$ cat src/rtl/loader_pkg.sv
// Shared types for the boot-time memory image loader.
// Beat layout, loader states and the address classifier.
package loader_pkg;

  localparam logic [31:0] DEF_MEM_BASE  = 32'h0100_0000;
  localparam int          DEF_MEM_DEPTH = 65536;

  typedef enum logic [1:0] {
    IDLE,
    LOAD,
    FLUSH,
    RUN
  } state_t;

  typedef struct packed {
    logic [31:0] data;
    logic [31:0] addr;
  } beat_t;

  typedef struct packed {
    logic mis;
    logic oor;
    logic ok;
  } addr_chk_t;

  // 33-bit compare so base + depth cannot wrap at 4 GiB
  function automatic addr_chk_t classify(
    input logic [31:0] addr,
    input logic [31:0] base,
    input logic [32:0] depth
  );
    addr_chk_t   c;
    logic [32:0] a;
    logic [32:0] lo;
    logic [32:0] hi;
    a     = {1'b0, addr};
    lo    = {1'b0, base};
    hi    = lo + depth;
    c.mis = (addr[1:0] != 2'b00);
    c.oor = (a < lo) || (a >= hi);
    c.ok  = !c.mis && !c.oor;
    return c;
  endfunction

endpackage

$ cat src/rtl/mem_loader.sv
// Streams a 64-bit {data, addr} image into instruction/data memory,
// then releases the core from reset.
module mem_loader
  import loader_pkg::*;
#(
  parameter logic [31:0] MEM_BASE  = DEF_MEM_BASE,
  parameter int          MEM_DEPTH = DEF_MEM_DEPTH,
  parameter int          AW        = $clog2(MEM_DEPTH / 4)
) (
  input  logic          clk,
  input  logic          rst,
  input  logic [63:0]   MEM_tdata,
  input  logic          MEM_tvalid,
  input  logic          MEM_tlast,
  output logic          MEM_tready,
  output logic          wr_en,
  output logic [AW-1:0] wr_addr,
  output logic [31:0]   wr_data,
  output logic          core_run,
  output logic [15:0]   word_count,
  output logic          err_align,
  output logic          err_range
);

  state_t      state;
  state_t      state_next;
  beat_t       beat;
  addr_chk_t   chk;
  logic        accept;
  logic [31:0] offset;

  assign beat   = beat_t'(MEM_tdata);
  assign chk    = classify(beat.addr, MEM_BASE, 33'(MEM_DEPTH));
  assign accept = MEM_tvalid && MEM_tready;
  assign offset = beat.addr - MEM_BASE;

  always_ff @(posedge clk or negedge rst) begin
    if (!rst) begin
      state <= IDLE;
    end else begin
      state <= state_next;
    end
  end

  always_comb begin
    state_next = state;
    MEM_tready = 1'b0;
    unique case (state)
      IDLE, LOAD: begin
        MEM_tready = 1'b1;
        if (MEM_tvalid) begin
          state_next = MEM_tlast ? FLUSH : LOAD;
        end
      end
      FLUSH: state_next = RUN;
      RUN:   state_next = RUN;
      default: state_next = IDLE;
    endcase
  end

  always_ff @(posedge clk or negedge rst) begin
    if (!rst) begin
      wr_en   <= 1'b0;
      wr_addr <= '0;
      wr_data <= '0;
    end else begin
      wr_en <= accept && chk.ok;
      if (accept && chk.ok) begin
        wr_addr <= AW'(offset >> 2);
        wr_data <= beat.data;
      end
    end
  end

  // Errors are sticky until the next reset
  always_ff @(posedge clk or negedge rst) begin
    if (!rst) begin
      err_align <= 1'b0;
      err_range <= 1'b0;
    end else if (accept) begin
      err_align <= err_align | chk.mis;
      err_range <= err_range | chk.oor;
    end
  end

  always_ff @(posedge clk or negedge rst) begin
    if (!rst) begin
      word_count <= '0;
    end else if (wr_en && (word_count != 16'hFFFF)) begin
      word_count <= word_count + 16'd1;
    end
  end

  always_ff @(posedge clk or negedge rst) begin
    if (!rst) begin
      core_run <= 1'b0;
    end else begin
      core_run <= (state_next == RUN);
    end
  end

endmodule

$ cat config.mk
export PLATFORM = sky130hd
export DESIGN_NAME = mem_loader
export DESIGN_NICKNAME = d
export VERILOG_FILES = /design/src/rtl/loader_pkg.sv /design/src/rtl/mem_loader.sv
export SDC_FILE = /design/constraint.sdc
export NUM_CORES = 1
export LEC_CHECK = 0
export ABC_CLOCK_PERIOD_IN_PS = 1800
export CORE_UTILIZATION = 36
export CTS_CLUSTER_DIAMETER = 150
export CTS_CLUSTER_SIZE = 16
export DETAILED_ROUTE_END_ITERATION = 12
export PLACE_DENSITY_LB_ADDON = 0.2
export RECOVER_POWER = 25
export SETUP_SLACK_MARGIN = 0.1
export SLEW_MARGIN = 10
export SYNTH_ARGS = -nofsm -noshare
export SYNTH_HDL_FRONTEND = slang
export SYNTH_SLANG_ARGS = --single-unit
$ cat constraint.sdc
create_clock -name clk -period 1.8 [get_ports clk]
set_input_delay 0.36 -clock clk [delete_from_list [all_inputs] [get_ports clk]]
set_output_delay 0.36 -clock clk [all_outputs]
set_load 0.02 [all_outputs]
After elaboration in Yosys (flattened, before gate mapping)
Cells that the tools add are included.
{"block": "op_classes", "n_addsub": 2, "n_mul": 0, "div": 0, "order_cmp": 2, "n_eq_ne": 5, "shifts": 0, "n_mux": 4, "bitwise_logic": 2, "reduce_logical": 11}
{"cell": ">= comparator 32 x 25 -> 1 bit, second input constant", "count": 1}
{"cell": "< comparator 32 x 25 -> 1 bit, second input constant", "count": 1}
{"cell": "adder 16 x 1 -> 16 bit, second input constant", "count": 1}
{"cell": "!= test 16 bit, second input constant", "count": 1}
{"cell": "subtractor 16 x 1 -> 16 bit, second input constant", "count": 1}
{"cell": "== test 2 bit, second input constant", "count": 3}
{"cell": "logical AND 1 bit", "count": 4}
{"cell": "2-to-1 mux 2 bit", "count": 2}
{"cell": "case mux 2 bit (2 select lines)", "count": 1}
{"cell": "OR reduction 2 bit", "count": 2}
{"cell": "== test 2 x 1 -> 1 bit, second input constant", "count": 1}
{"cell": "logical NOT 1 bit", "count": 2}
{"cell": "logical NOT 2 bit", "count": 1}
{"cell": "bitwise OR 1 bit", "count": 2}
{"cell": "nonzero test 2 bit", "count": 1}
{"cell": "logical OR 1 bit", "count": 1}
{"cell": "2-to-1 mux 1 bit", "count": 1}
{"block": "word_totals", "reg_bits": 68, "latchBits": 0, "ram_bits": 0, "rom_bits": 0, "wordCells": 34, "n_memories": 0}

Depth between registers and ports, before layout
Gate-level depths: netlist (run 1).
{"block": "depth", "ltp_word": 5, "ltp_mapped": 5, "ltp_nobuf": 5}

Least setup slack after synthesis (run 1)
OpenSTA, ideal clock, no wires.
{"block": "synth_timing", "path_type": "flip-flop to flip-flop", "startpoint": "reg word_count[0]", "endpoint": "reg word_count[1]", "t_arrival_ns": 1.870, "slack_ns": -0.195, "path_stages_with_launch": 5, "n_path_buf": 0, "path_cell_list": "dfrtp_1 ha_1 nand3_1 o41ai_2 mux2_2"}
{"block": "synth_between", "elab_chain_cells": 2, "word_cells_on_any_way": 3, "classes_between": "1 x add/sub; 1 x eq/ne; 1 x reduce/logical"}
{"item": "start: declaration", "line_no": "mem_loader.sv:20", "rtl": "output logic [15:0] word_count,"}
{"item": "start signal: assignment", "line_no": "mem_loader.sv:90", "rtl": "word_count <= word_count + 16'd1;"}
{"item": "branches (longest 2 deep; another with adder 16 x 1 -> 16 bit)"}
Parallel ways; which one is timed is not known.
A chain may end at the register's enable or synchronous reset.

Final worst setup path (run 1)
{"block": "layout_timing", "startpoint": "in MEM_tdata[0]", "endpoint": "reg wr_data[4]"}
{"block": "layout_between", "elab_chain_cells": 5, "word_cells_on_any_way": 8, "classes_between": "2 x order compare; 6 x reduce/logical"}
{"item": "start: declaration", "line_no": "mem_loader.sv:12", "rtl": "input logic [63:0] MEM_tdata,"}
{"item": "< comparator 32 x 25 -> 1 bit / >= comparator 32 x 25 -> 1 bit (equally long branches)", "line_no": "loader_pkg.sv:40", "rtl": "c.oor = (a < lo) || (a >= hi);"}
{"item": "logical OR 1 bit", "line_no": "loader_pkg.sv:40"}
{"item": "logical NOT 1 bit", "line_no": "loader_pkg.sv:41", "rtl": "c.ok = !c.mis && !c.oor;"}
{"item": "logical AND 1 bit (*)", "line_no": "loader_pkg.sv:41"}
{"item": "logical AND 1 bit (*)", "line_no": "mem_loader.sv:68", "rtl": "if (accept && chk.ok) begin"}
{"item": "end signal: assignment", "line_no": "mem_loader.sv:70", "rtl": "wr_data <= beat.data;"}
{"item": "end: declaration", "line_no": "mem_loader.sv:18", "rtl": "output logic [31:0] wr_data,"}
Mark *: on every way between the ends. The rest lies on a longest branch, timed or not.

==> results by stage, run 1 <==
Yosys:
- The largest family of logic cells by synthesized area is multiplexers.
- The synthesized netlist devotes 0.458% of its cell area to adder and majority cells.
- The cell type with the highest aggregate area in the netlist is sky130_fd_sc_hd__dfrtp_1.
- The warning count from the yosys run is 0.
- The average size of a mapped cell is 14.3 um2.
- The number of enable-type register cells in the synthesized netlist is 0.
- The number of nets in the synthesized netlist is 260.
- By area the synthesized netlist is led by sky130_fd_sc_hd__dfrtp_1, sky130_fd_sc_hd__mux2_2, sky130_fd_sc_hd__xor2_1, sky130_fd_sc_hd__nor4_1, sky130_fd_sc_hd__buf_6.
- The synthesized instance count is 191.
- Yosys instantiated no cell more often than sky130_fd_sc_hd__dfrtp_1.
- The portion of the post-synthesis area used by sequential elements is 61.3%.
- The share of Yosys cell area claimed by the top area cell type is 61.3%.
- In the synthesized netlist, mux cells make up 19.8% of the area.
- The synthesized-area fraction occupied by xor and xnor cells is 4.49%.
- The area of the mapped netlist is 0.00273 mm2.
- Among all flip-flop cells after synthesis, the most frequent one is sky130_fd_sc_hd__dfrtp_1.
- Sorting the synthesized cells by how often they occur yields sky130_fd_sc_hd__dfrtp_1, sky130_fd_sc_hd__mux2_2, sky130_fd_sc_hd__xor2_1.
- The proportion of register bits with asynchronous set or reset after synthesis is 100%.
- The synthesized design contains 67 register bits.
- After synthesis, the netlist uses 23 different library cells.
- Summing the areas of all compound-gate instances in the mapped netlist gives 1.51% of the synthesized area.
- The area fraction in and, or, nand and nor cells after synthesis is 10.4%.

Layout:
- 0 antenna diodes ended up in the layout.
- The final cell utilization of the core is 71.3%.
- The finished layout holds 475 standard cells, fillers aside.
- The final layout contains 440 nets.
- The fill cell instance count of the final layout is 514.
- In the final layout, the share of cells above drive strength 1 is 35.4%.
- After routing the design area is 0.00520 mm2.
- The area growth from synthesis to layout is 90.3%.

Timing:
- The hold violation count in the final report came to 0.
- The minimum clock period after layout is 1.72 ns.
- Across all setup checks in the final design, the least slack found is 0.0778 ns.
- Setup repair after global routing could not meet its margin everywhere.
- Setup violations remaining at the end of the flow were counted as 0.
- The worst path uses 95.7% of the clock period.
- For the final database, setup skew stands at 0.0109 ns.
- The number of max-slew violations in the final report is 0.
- The normalized max-slew margin is 74.2%.
- Static timing analysis puts the maximum clock frequency at 0.581 GHz.
- The final setup TNS is 0 ns.
- The transition time at the pin with the least slew margin is 0.387 ns.

Global routing:
- Entering global routing, the biggest net connects 68 pins.
- The first-pass GRT wire length is 11200 um.
- The remaining global-route overflow is 0.
- The overall global routing resource usage is 19.1%.
- The initial antenna violation count is 0.
- The via count of the first global-routing pass is 2238.

Routing:
- The detailed router's first-iteration violation count is 56.
- The first-pass detailed-route iteration total is 4.
- The detailed-route vias per instance is 4.74.
- In the final routed layout, each cell accounts on average for 16.4 um.
- The post-detailed-routing wire length is 7810 um.
- The routed layout has 2253 vias.
- The number of nets still failing antenna checks after routing is 0.
- The remaining design rule violation count is 0.

Power:
- Summed over all cells, the static leakage comes to 2.84 nW.
- The power density over cell area is 627 mW/mm2.
- The maximum resistive drop on vdd is 0.478 mV.

Clock tree:
- The clock transition at the registers of the reported paths is 0.08 ns.
- In this run, post-CTS hold repair placed 0 buffers.
- Clock tree synthesis found a total of 67 sinks.
- Buffers inserted during clock tree synthesis total 9.
- For the worst-skew pair, the clock arrives at the later sink with an insertion delay of 0.34 ns.
- TritonCTS built the clock tree.
- The worst-case clock buffer depth is 2.
- The H-tree was split into 3 levels.
- Clock tree synthesis selected as its root buffer the cell sky130_fd_sc_hd__clkbuf_8.

Die:
- The count of standard-cell rows is 31.
- Measured along the y axis, the die boundary spans 89.1 um.
- The die covers 0.00795 mm2.
- 135 I/O pins were placed.
- The die extent in x is 89.1 um.
- The effective utilization at floorplan is 37.5%.
- The area of the core is 0.00729 mm2.

Placed design:
- Detailed placement finished with a half-perimeter wire length of 4680 um.
- The count of input and output buffers is 134.
- The placer congestion estimate is 0.789.
- The cell count after placement is 436.
- In this run the cell area measured after placement is 0.00437 mm2.
- The setup slack at placement is -0.599 ns.

Worst setup path:
- STA classifies the critical path startpoint as an input port.
- STA puts the critical path data required time at 2.02 ns.
- In this run the worst path has a maximum fanout of 5.
- The nature of the critical path endpoint is a register.
- The type of the worst setup path is input port to register.
- The data arrival at the endpoint of the critical path is 1.94 ns.

Run:
- The count of max-cap constraint violations is 0.

Hold path:
- The worst hold path belongs to the class input port to asynchronous set/reset pin.

Outcome:
- The flow ran to the end, and the final reports show no timing, DRC or antenna violations.
==> power breakdown <==
group	leakage [nW]	internal [mW]	switching, mW
registers	0.923	1.50	0
logic	1.80	0.138	0.0734
clock network	0.126	0.960	0.588
total	2.84	2.60	0.661
==> worst paths after layout <==
check | startpoint | to | slack [ns] | cells after the start
max in group asynchronous | rst | word_count[8] | 1.40 | 2
worst min register to register | state[1] | core_run | 0.40 | 0
min in group clk | MEM_tdata[25] | wr_en | 0.31 | 4
worst max-delay path | MEM_tdata[0] | wr_data[4] | 0.08 | 7
worst min-delay path | rst | wr_addr[12] | 0.09 | 2
worst max register to register | state[1] | wr_data[4] | 0.11 | 8
==> final cells by class <==
| type | count | area, um2 | area share (%) |
|---|---|---|---|
| inverter | 2 | 7.51 | 0.144 |
| clock buffer | 10 | 138 | 2.65 |
| sequential | 67 | 1680 | 32.3 |
| timing repair buffer | 174 | 1870 | 35.9 |
| multi-input combinational | 117 | 1270 | 24.5 |
| clock inverter | 6 | 113 | 2.16 |
| tap | 99 | 124 | 2.38 |
==> repair_timing <==
item | CTS | global route
buffers inserted | 17 | 2
setup endpoints to repair | 69 | 75
resized for setup | 116 | 63
endpoints found under the hold margin | 0 | 0
pin swaps | 5 | 7
cloned | 6 | 1
==> state kept, by name, summed over array words and instances (netlist names) <==
signal and flops:
word_count 16, wr_en 1, err_range 1, err_align 1, wr_addr 14, core_run 1, wr_data 32, state 1
==> per-stage QoR <==
step	total power, mW	hold WS [ns]
2_1_floorplan	1.54	0.0644
3_3_place_gp	1.74	0.362
3_5_place_dp	1.74	0.372
4_1_cts	3.28	0.0569
5_1_grt	3.38	0.123
6_report	3.26	0.0905
==> cells by family after synthesis <==
group | Yosys count
flops | 67
fa+ha+maj | 1
simple gates | 50
mux | 48
buf+inv | 7
xor+xnor | 14
compound gates | 4
==> cell usage in the layout, fill, tap and decap left out, types with 2 or more instances in the layout <==
cell / n
sky130_fd_sc_hd__and3_1: 2
sky130_fd_sc_hd__and4_1: 2
sky130_fd_sc_hd__buf_12: 5
sky130_fd_sc_hd__buf_16: 5
sky130_fd_sc_hd__buf_2: 6
sky130_fd_sc_hd__buf_4: 23
sky130_fd_sc_hd__buf_6: 10
sky130_fd_sc_hd__buf_8: 3
sky130_fd_sc_hd__bufinv_16: 3
sky130_fd_sc_hd__clkbuf_8: 10
sky130_fd_sc_hd__clkdlybuf4s15_2: 2
sky130_fd_sc_hd__clkdlybuf4s50_1: 75
sky130_fd_sc_hd__clkinv_4: 2
sky130_fd_sc_hd__dfrtp_1: 65
sky130_fd_sc_hd__dfrtp_2: 2
sky130_fd_sc_hd__dlygate4sd2_1: 18
sky130_fd_sc_hd__dlymetal6s2s_1: 24
sky130_fd_sc_hd__mux2_2: 3
sky130_fd_sc_hd__mux2_4: 45
sky130_fd_sc_hd__nand2_1: 6
sky130_fd_sc_hd__nand3_1: 6
sky130_fd_sc_hd__nand4_1: 7
sky130_fd_sc_hd__nor2_1: 11
sky130_fd_sc_hd__nor3_1: 2
sky130_fd_sc_hd__nor4_1: 5
sky130_fd_sc_hd__nor4_4: 4
sky130_fd_sc_hd__xnor2_1: 2
sky130_fd_sc_hd__xor2_1: 12
==> layer usage <==
layer / global-route usage (%) / wire, um
met1: 23.1 / 3330
met2: 32.1 / 3810
met3: 5.45 / 509
met4: 8.08 / 165
met5: 0 / 0
==> critical path: stages <==
cell and delay [ns]:
sky130_fd_sc_hd__clkdlybuf4s50_1 0.47, sky130_fd_sc_hd__nor4_4 0.30, sky130_fd_sc_hd__buf_6 0.16, sky130_fd_sc_hd__buf_12 0.11, sky130_fd_sc_hd__buf_8 0.10, sky130_fd_sc_hd__clkbuf_16 0.15, sky130_fd_sc_hd__mux2_4 0.29
Power figures use the tool's default switching activity.
==> run 2: changes to the inputs <==
--- a/config.mk
+++ b/config.mk
@@ -5,8 +5,9 @@
 export SDC_FILE = /design/constraint.sdc
 export NUM_CORES = 1
 export LEC_CHECK = 0
-export ABC_CLOCK_PERIOD_IN_PS = 1800
-export CORE_UTILIZATION = 36
+export ABC_CLOCK_PERIOD_IN_PS = 2120
+export CORE_UTILIZATION = 43
+export CTS_BUF_LIST = sky130_fd_sc_hd__clkbuf_4 sky130_fd_sc_hd__clkbuf_8
 export CTS_CLUSTER_DIAMETER = 150
 export CTS_CLUSTER_SIZE = 16
 export DETAILED_ROUTE_END_ITERATION = 12
==> constraint.sdc (replaced) <==
create_clock -name clk -period 2.12 [get_ports clk]
set_input_delay 0.424 -clock clk [delete_from_list [all_inputs] [get_ports clk]]
set_output_delay 0.424 -clock clk [all_outputs]
set_load 0.02 [all_outputs]
==> results by stage, run 2 (same netlist as run 1, synthesis figures left out) <==
Timing:
- The part of the cycle the worst path needs is 94.9%.
- The minimum clock period after layout is 2.01 ns.
- The number of max-slew violations in the final report is 29.
- On the final layout, the worst hold slack is 0.386 ns.
- Setup repair after global routing could not meet its margin everywhere.
- The final number of setup-violating endpoints is 0.
- After routing, the total negative slack on setup checks comes to 0 ns.
- The hold violation count in the final report came to 0.
- Timing would allow up to 0.497 GHz.
- The worst pin sits at a relative slew slack of -8.41%.
- For the pin with the worst max-slew slack, the measured transition is 1.63 ns.
- For the final database, setup skew stands at 0.00391 ns.

Layout:
- The number of antenna diodes is 0.
- The number of standard cells in the layout, taps in and fillers out is 429.
- The ratio of cells with drive above 1 in the final layout is 24.6%.
- The filler cells instantiated in the layout total 384.
- The top cell types in the final layout, fill and taps aside, are sky130_fd_sc_hd__clkdlybuf4s50_1, sky130_fd_sc_hd__dfrtp_1, sky130_fd_sc_hd__mux2_2, sky130_fd_sc_hd__xor2_1, sky130_fd_sc_hd__dlygate4sd2_1.
- The largest registers in the layout are wr_data x32, word_count x16, wr_addr x14.
- The register area is 0.00168 mm2.
- The total area of multi-input combinational cells is 0.00106 mm2.
- The library cell used most frequently in the layout, excluding fill and tap cells, is sky130_fd_sc_hd__clkdlybuf4s50_1.
- For this run, the post-layout net count is 422.
- The register with the most flip-flops in the final layout is wr_data.
- The register with the most flip-flops in the layout has 32 of them.
- Relative to the synthesized area, the layout overhead comes to 71.6%.

Die:
- The area of the core is 0.00603 mm2.
- For this configuration, the core starts out at a cell density of 45.4%.
- The die extent in x is 81.7 um.
- The die area is 0.00668 mm2.
- The initialized floorplan defines 28 standard-cell rows.
- The number of top-level pins is 135.
- In this run the vertical extent of the chip is 81.7 um.

Routing:
- In the final routed layout, each cell accounts on average for 18.0 um.
- The detailed router placed 2237 vias in this run.
- The count of nets left with antenna violations once routing finished came out at 0.
- The remaining design rule violation count is 0.
- The first-pass detailed-route iteration total is 4.
- The final layout contains routed wiring with a total length of 7720 um.
- In this run, the number of DRC markers left after iteration 0 of detailed routing was 109.
- After detailed routing, the number of vias per cell comes to 5.21.

Placed design:
- The detailed placer's ending HPWL is 4770 um.
- At the end of routability-driven placement, the weighted congestion stood at 0.744.
- Port buffering added 134 buffers.
- The cell count after placement is 402.

Worst setup path:
- The required arrival time at the worst endpoint is 2.33 ns.
- The worst setup path is captured at a register.
- At the worst endpoint, the arrival time is 2.23 ns.
- The worst setup path is of the input port to register kind.
- The launching element type of the critical path is an input port.
- The maximum fanout encountered on the critical timing path is 6.

Global routing:
- The first global-routing pass estimated 11500 um of wire.
- The via count of the first global-routing pass was 2274.
- The initial antenna violation count was 0.
- Entering global routing, the biggest net connects 35 pins.
- Global routing consumed, over all layers together, 24.0% of the routing resources.
- For this run the aggregate overflow at the end of global routing stands at 0.

Clock tree:
- The insertion delay of the later-clocked pin in the worst-skew pair is 0.33 ns.
- The worst-case clock buffer depth is 2.
- Counting every sink on the clock net gives 67.
- The root buffer cell chosen for the clock tree is sky130_fd_sc_hd__clkbuf_8.
- The CTS tree is yes.
- The H-tree was split into 3 levels.
- The clock transition at the registers of the reported paths is 0.07 ns.
- Counting the buffers created by CTS gives 9.

Hold path:
- The type of the tightest min-delay check is register to register.

Power:
- The power density over cell area is 502 mW/mm2.
- IR analysis of the VDD net gives a maximum drop of 0.423 mV.
- The leakage power of the design is 2.14 nW.

Outcome:
- The flow ran to the end, but the final reports show violations.
- The checks that failed: max-capacitance violations, max-slew violations.

Run:
- The count of max-cap constraint violations is 1.
==> run 2: cell types whose count changed in the layout (fill, tap and decap cells not counted), moves of 8 or more <==
cell                              previous run  this run
sky130_fd_sc_hd__buf_4                      23         6
sky130_fd_sc_hd__mux2_4                     45         9
sky130_fd_sc_hd__mux2_2                      3        38
sky130_fd_sc_hd__clkdlybuf4s50_1            75       117
sky130_fd_sc_hd__buf_6                      10         2
sky130_fd_sc_hd__dlymetal6s2s_1             24         0
==> run 2: what timing repair did <==
item / 4_1_cts / 5_1_grt
hold buffers: 0 / 0
endpoints found under the setup margin: 46 / 46
cloned: 6 / 1
pin swaps: 6 / 5
resized for setup: 27 / 14
setup buffers: 7 / 1
==> run 2: worst max-delay path, stage by stage <==
cell,delay (ns)
sky130_fd_sc_hd__dlygate4sd2_1,0.26
sky130_fd_sc_hd__nor4_2,0.27
sky130_fd_sc_hd__nand4_1,0.23
sky130_fd_sc_hd__nor4_4,0.21
sky130_fd_sc_hd__buf_6,0.15
sky130_fd_sc_hd__buf_12,0.11
sky130_fd_sc_hd__buf_12,0.12
sky130_fd_sc_hd__buf_16,0.13
sky130_fd_sc_hd__mux2_2,0.32
==> run 2: area by class of cell <==
class,instances,area share [%]
flip-flops and latches,67,35.7
clock buffers,12,3.39
well taps,75,2.00
multi-input cells,117,22.6
repair buffers,156,36.1
inverters,2,0.160
==> run 2: power breakdown <==
part,internal (mW),switching (mW)
Combinational,0.106,0.0554
Sequential,1.28,0
Clock,0.476,0.439
Total,1.86,0.495
==> run 2: metal layers <==
metal	up-vias	wire length (um)	track usage, %
li1	1022	-	-
met1	1109	3040	28.1
met2	84	3970	39.3
met3	22	476	8.44
met4	0	238	11.4
met5	-	0	0
==> run 2: per-stage QoR <==
step | setup slack [ns] | total power, mW | instance area (um2) | util (%)
CTS | 0.110 | 2.37 | 4610 | 76.5
floorplan | 0.120 | 1.31 | 2740 | -
finish | 0.108 | 2.36 | 4690 | 77.8
global route | 0.0195 | 2.44 | 4690 | 77.8
global placement | -0.270 | 1.47 | 4210 | 69.9
detailed placement | -0.290 | 1.47 | 4210 | 69.9
==> run 2: path summary, 6_finish.rpt <==
kind                                from        endpoint  slack [ns]  depth (start not counted)
setup / recovery           MEM_tdata[31]     wr_data[16]        0.11                          9
min in group asynchronous            rst  word_count[15]        0.50                          1
setup reg to reg                state[1]     wr_data[16]        0.22                          8
hold / removal                  state[1]        core_run        0.39                          0
hold reg to reg                 state[1]        core_run        0.39                          0
max in group asynchronous            rst      wr_addr[4]        0.65                          2
